### src/rtl/fft_pkg.sv
// Shared types and constants for the small-point FFT/IFFT datapath blocks.
// Holds the complex sample type, stream FSM states and the round/scale helpers.
package fft_pkg;

  localparam int FFT_W = 12;
  localparam int RND   = 2;
  localparam int SHIFT = 2;

  typedef struct packed {
    logic signed [FFT_W-1:0] re;
    logic signed [FFT_W-1:0] im;
  } cplx_t;

  typedef enum logic [1:0] {
    ST_LOAD  = 2'd0,
    ST_CALC  = 2'd1,
    ST_DRAIN = 2'd2
  } state_t;

  function automatic logic signed [FFT_W+1:0] ext2(input logic signed [FFT_W-1:0] v);
    return {{2{v[FFT_W-1]}}, v};
  endfunction

  // One extra guard bit so the +RND never wraps before the arithmetic shift.
  function automatic logic signed [FFT_W-1:0] rnd_scale(input logic signed [FFT_W+1:0] s);
    logic signed [FFT_W+2:0] t;
    t = {s[FFT_W+1], s} + (FFT_W+3)'(RND);
    return FFT_W'(t >>> SHIFT);
  endfunction

endpackage

### src/rtl/ifft4_core.sv
// Combinational 4-point inverse DFT butterfly with round-half-up divide by 4.
// Twiddles are +j powers, so only adds/subtracts and re/im swaps are needed.
module ifft4_core
  import fft_pkg::*;
(
  input  cplx_t i_x0,
  input  cplx_t i_x1,
  input  cplx_t i_x2,
  input  cplx_t i_x3,
  output cplx_t o_y0,
  output cplx_t o_y1,
  output cplx_t o_y2,
  output cplx_t o_y3
);

  logic signed [FFT_W+1:0] w_a0r, w_a0i, w_a1r, w_a1i, w_a2r, w_a2i, w_a3r, w_a3i;
  logic signed [FFT_W+1:0] w_s0r, w_s0i, w_s1r, w_s1i, w_s2r, w_s2i, w_s3r, w_s3i;

  assign w_a0r = ext2(i_x0.re);
  assign w_a0i = ext2(i_x0.im);
  assign w_a1r = ext2(i_x1.re);
  assign w_a1i = ext2(i_x1.im);
  assign w_a2r = ext2(i_x2.re);
  assign w_a2i = ext2(i_x2.im);
  assign w_a3r = ext2(i_x3.re);
  assign w_a3i = ext2(i_x3.im);

  assign w_s0r = w_a0r + w_a1r + w_a2r + w_a3r;
  assign w_s0i = w_a0i + w_a1i + w_a2i + w_a3i;
  assign w_s1r = w_a0r - w_a2r - w_a1i + w_a3i;
  assign w_s1i = w_a0i - w_a2i + w_a1r - w_a3r;
  assign w_s2r = w_a0r - w_a1r + w_a2r - w_a3r;
  assign w_s2i = w_a0i - w_a1i + w_a2i - w_a3i;
  assign w_s3r = w_a0r - w_a2r + w_a1i - w_a3i;
  assign w_s3i = w_a0i - w_a2i - w_a1r + w_a3r;

  assign o_y0 = '{re: rnd_scale(w_s0r), im: rnd_scale(w_s0i)};
  assign o_y1 = '{re: rnd_scale(w_s1r), im: rnd_scale(w_s1i)};
  assign o_y2 = '{re: rnd_scale(w_s2r), im: rnd_scale(w_s2i)};
  assign o_y3 = '{re: rnd_scale(w_s3r), im: rnd_scale(w_s3i)};

endmodule

### src/rtl/ifft4_stream.sv
// Streaming 4-point inverse DFT: collects one frame, transforms it, drains it.
//   state    | meaning
//   ST_LOAD  | accepting X0..X3 into the frame registers (in_ready high)
//   ST_CALC  | one cycle: butterfly result latched into the output buffer
//   ST_DRAIN | presenting x0..x3 on the output stream (out_valid high)
module ifft4_stream
  import fft_pkg::*;
#(
  parameter int W = FFT_W
) (
  input  logic                clk,
  input  logic                rst,
  input  logic                in_valid,
  output logic                in_ready,
  input  logic signed [W-1:0] in_re,
  input  logic signed [W-1:0] in_im,
  output logic                out_valid,
  input  logic                out_ready,
  output logic signed [W-1:0] out_re,
  output logic signed [W-1:0] out_im,
  output logic [1:0]          out_idx,
  output logic                out_last
);

  state_t     r_state;
  logic [1:0] r_in_cnt;
  logic [1:0] r_out_cnt;
  cplx_t      r_frame [4];
  cplx_t      r_obuf  [4];
  cplx_t      w_y0, w_y1, w_y2, w_y3;

  ifft4_core u_core (
    .i_x0 (r_frame[0]),
    .i_x1 (r_frame[1]),
    .i_x2 (r_frame[2]),
    .i_x3 (r_frame[3]),
    .o_y0 (w_y0),
    .o_y1 (w_y1),
    .o_y2 (w_y2),
    .o_y3 (w_y3)
  );

  always_ff @(posedge clk) begin
    if (rst) begin
      r_state   <= ST_LOAD;
      r_in_cnt  <= 2'd0;
      r_out_cnt <= 2'd0;
      for (int i = 0; i < 4; i++) begin
        r_frame[i] <= '0;
        r_obuf[i]  <= '0;
      end
    end else begin
      case (r_state)
        ST_LOAD: begin
          if (in_valid) begin
            r_frame[r_in_cnt] <= '{re: in_re, im: in_im};
            r_in_cnt          <= r_in_cnt + 2'd1;
            if (r_in_cnt == 2'd3) r_state <= ST_CALC;
          end
        end
        ST_CALC: begin
          r_obuf[0] <= w_y0;
          r_obuf[1] <= w_y1;
          r_obuf[2] <= w_y2;
          r_obuf[3] <= w_y3;
          r_out_cnt <= 2'd0;
          r_state   <= ST_DRAIN;
        end
        ST_DRAIN: begin
          if (out_ready) begin
            r_out_cnt <= r_out_cnt + 2'd1;
            if (r_out_cnt == 2'd3) r_state <= ST_LOAD;
          end
        end
        default: r_state <= ST_LOAD;
      endcase
    end
  end

  // Output view is a mux over the buffer, so it holds for free under backpressure.
  assign in_ready  = (r_state == ST_LOAD);
  assign out_valid = (r_state == ST_DRAIN);
  assign out_idx   = r_out_cnt;
  assign out_last  = out_valid && (r_out_cnt == 2'd3);
  assign out_re    = r_obuf[r_out_cnt].re;
  assign out_im    = r_obuf[r_out_cnt].im;

endmodule
### config.mk
export PLATFORM = sky130hd
export DESIGN_NAME = ifft4_stream
export DESIGN_NICKNAME = d
export VERILOG_FILES = /design/src/rtl/fft_pkg.sv /design/src/rtl/ifft4_core.sv /design/src/rtl/ifft4_stream.sv
export SDC_FILE = /design/constraint.sdc
export NUM_CORES = 1
export LEC_CHECK = 0
export BUFFER_PORTS_ARGS = -buffer_cell sky130_fd_sc_hd__buf_2
export CAP_MARGIN = 20
export CORE_MARGIN = 8
export CORE_UTILIZATION = 50
export DETAILED_ROUTE_END_ITERATION = 10
export HOLD_SLACK_MARGIN = 0.08
export PLACE_DENSITY = 0.66
export SYNTH_ARGS = -nofsm -noshare
export SYNTH_HDL_FRONTEND = slang
export SYNTH_SLANG_ARGS = --single-unit
### constraint.sdc
create_clock -name clk -period 5.4 [get_ports clk]
set_input_delay 0.54 -clock clk [delete_from_list [all_inputs] [get_ports clk]]
set_output_delay 0.54 -clock clk [all_outputs]
set_load 0.005 [all_outputs]
==> metrics <==
RePlAce Congestion approximately 0.9; first-pass GRT wire length around 71,000 um; Comb pwr share 58.2%; core region area 34,460 um^2; Final Hold Viols 0; CTS tree built; Iteration-0 DRC Markers around 780; Die Span X 202.9 um; outcome finished, final reports clean; CTS buffer count 17; EDFF count, synth 192; clk buf depth 2; Mapped Area 17,470 um^2; Pins Over Slew Limit 0; Post-CTS Setup Repair Bufs 0; CP required roughly 5.6 ns; worst slew pin tran 1.268 ns; H-tree levels 4; Cell Rows between 60 and 70; Crit Reg-Reg Startpoint r_frame[0][2]; VDD IR max 0.0002910 V; Seq. cell area between 5000 and 6000 um^2; ANT cells 0; largest cells by area after synthesis edfxtp_1, fa_1, ha_1; FF-to-FF path depth 16; routed wire length 45,930 um; reg-to-reg slack, setup 0.31 ns; Core Util, Final around 55%; DR DRC count 0; max-cap violations 0; GRT Util Overall between 20 and 25%; Crit path arrival time about 5.3 ns; Initial Util about half; clock share of power between 10% and 20%; worst-path fanout max 5; die area approximately 40,000 um^2; Vias/cell 5.728; Max Clk Rate a little under 200 MHz; clk sinks 200; LEAKAGE ~8.0 nW; Area Growth Syn to Fin 8.287%; Clock Latency Late Sink around 0.46 ns; Setup crit start r_frame[0][2]; Die Ht 202.9 um; Net Count, Synth approximately 1.9k; hold_buf cts 0; vias in the first global route 12.49k; Nets slightly below 2k; total number of vias around 12k; design area ~19,000 um^2; Worst R2R End r_obuf[1][10]; Mapped Cells ~1.5k; Pre-antenna DRT Iters 5; Setup Skew between 0.015 and 0.02 ns; share of layout cells above drive strength 1 9.029%; async set-reset flop share out of synthesis 0%; GR Util met3 3.188%; GRT overflow 0; Worst-path clk slew roughly 0.080 ns; synth cell count leaders ha_1, edfxtp_1, inv_1; Tmin final 5.087 ns; pin count of the biggest net entering global routing 50; Hold Path Cell Cnt 2; Setup TNS Final 0 ns; Most Used Layer, Global Route met2; PostCTS Resize Cnt 0; Pwr Density approximately 400 nW/um^2; I/O pins 57; drt wl/cell 22.29 um; Yosys reg bits 200; final period utilization 94.20%; post-route ant nets 0; initial antenna violation count 2; met1 GRT Util a little over 30%; switching share of power around 44%; met2 Use GR around two fifths; Psw roughly 3.4 mW; worst min path class in2reg; final setup fails 0; cell chosen for the clock root clkbuf_16; port bufs 56; register area share after synthesis 33.92%; RSZ-0062 raised after global routing no; Mean Syn Cell Area around 11 um^2; Seq pwr share 24.5%; leading cell type by number of instances after synthesis ha_1; YS warnings 0; crit end category flip-flop; Post-DP HPWL approximately 37,000 um; Worst setup endpoint r_obuf[1][10]; Most used DFF post-synth edfxtp_1; startpoint types flip-flop; Fill cells 3,009; Slew HR around 15%; area of the multi-input gates approximately 11,000 um^2; design internal power 4.231 mW; top cell type's share of synthesized area between 30% and 40%; Yosys top cell by area edfxtp_1; placed cell areas 18,320 um^2; crit path kind reg2reg; Yosys cell types around 70
-- stage by stage --
step / power, mW / setup WS (ns) / hold WS [ns] / cells
after floorplan: 4.986 / 1.031 / 0.5404 / 1536
after global placement: 6.216 / 0.4237 / 0.5511 / 2028
after detailed placement: 6.232 / 0.3559 / 0.5444 / 2028
after CTS: 7.573 / 0.3369 / 0.3706 / 2060
after global routing: 8.141 / 0.1041 / 0.3932 / 2061
final: 7.603 / 0.3131 / 0.3876 / 2061
-- state kept, by name (all words and copies together), names as in the netlist, named ones only --
signal,cells
r_frame,96
r_in_cnt,2
r_obuf,96
out_idx,2
r_state,2
-- cell type report --
type                            count  share of cell area, %
Inverter                          161                  3.195
Sequential cell                   200                  31.34
Clock inverter                     12                 0.7541
Timing Repair Buffer               70                  2.103
Clock buffer                       20                  2.309
Multi-Input combinational cell   1143                  57.29
Tap cell                          455                  3.010
-- layout by cell type (no fill, tap or decap), types with 14 or more instances in the layout --
master | netlist | layout
nor3_1 | 33 | 32
nand3_1 | 15 | 15
a211oi_1 | 25 | 25
edfxtp_1 | 192 | 192
fa_1 | 152 | 152
nor2b_1 | 22 | 22
o21ai_0 | 42 | 42
nand2_1 | 45 | 45
xnor2_1 | 47 | 47
inv_1 | 161 | 161
mux4_2 | 24 | 24
clkbuf_16 | 0 | 17
nand2b_1 | 15 | 14
o21a_1 | 23 | 23
a21oi_1 | 76 | 76
ha_1 | 196 | 196
nor2_1 | 115 | 114
a21o_1 | 20 | 20
buf_2 | 3 | 56
and2_1 | 107 | 107
xor2_1 | 36 | 36
-- critical path, stage by stage (launching register included) --
cell and delay, ns:
edfxtp_1 0.50, ha_1 0.38, o21a_1 0.21, o31a_1 0.14
or4_4 0.45, a211o_2 0.38, xnor2_1 0.33, fa_1 0.48
inv_1 0.09, ha_1 0.23, ha_1 0.34, and2_1 0.19
a21boi_0 0.13, a211oi_1 0.51, a21oi_1 0.17, xnor2_1 0.20
nor2_1 0.07
-- worst min path at each step --
stage / start / end / slack, ns
2_1_floorplan: out_idx[1] / flip-flop / 0.54
3_3_place_gp: out_idx[1] / flip-flop / 0.55
3_5_place_dp: out_idx[1] / flip-flop / 0.54
4_1_cts: in_re[5] / r_frame[1][17] / 0.37
5_1_grt: in_re[9] / r_frame[1][21] / 0.39
6_report: in_re[5] / r_frame[0][17] / 0.39
-- cells by family after synthesis --
family / synth area share, %
compound gates: 10.04
xor+xnor: 4.162
fa+ha+maj: 31.46
buf+inv: 4.169
flops: 33.92
mux: 3.503
simple gates: 12.75
-- power groups by stage --
| stage | Sequential (mW) | Clock (mW) | Combinational [mW] |
|---|---|---|---|
| global placement | 1.90 | 0 | 4.32 |
| CTS | 1.87 | 1.33 | 4.37 |
| floorplan | 1.88 | 0 | 3.11 |
| finish | 1.87 | 1.31 | 4.42 |
| global route | 1.88 | 1.38 | 4.89 |
| detailed placement | 1.90 | 0 | 4.33 |
-- routing by layer --
layer  up-vias  part of all wire, %
li1       5493                    -
met1      5962                   45
met2       295                   47
met3        56                  4.9
met4         0                  2.5
met5         -                    0
(Power assumes the default switching activity.)
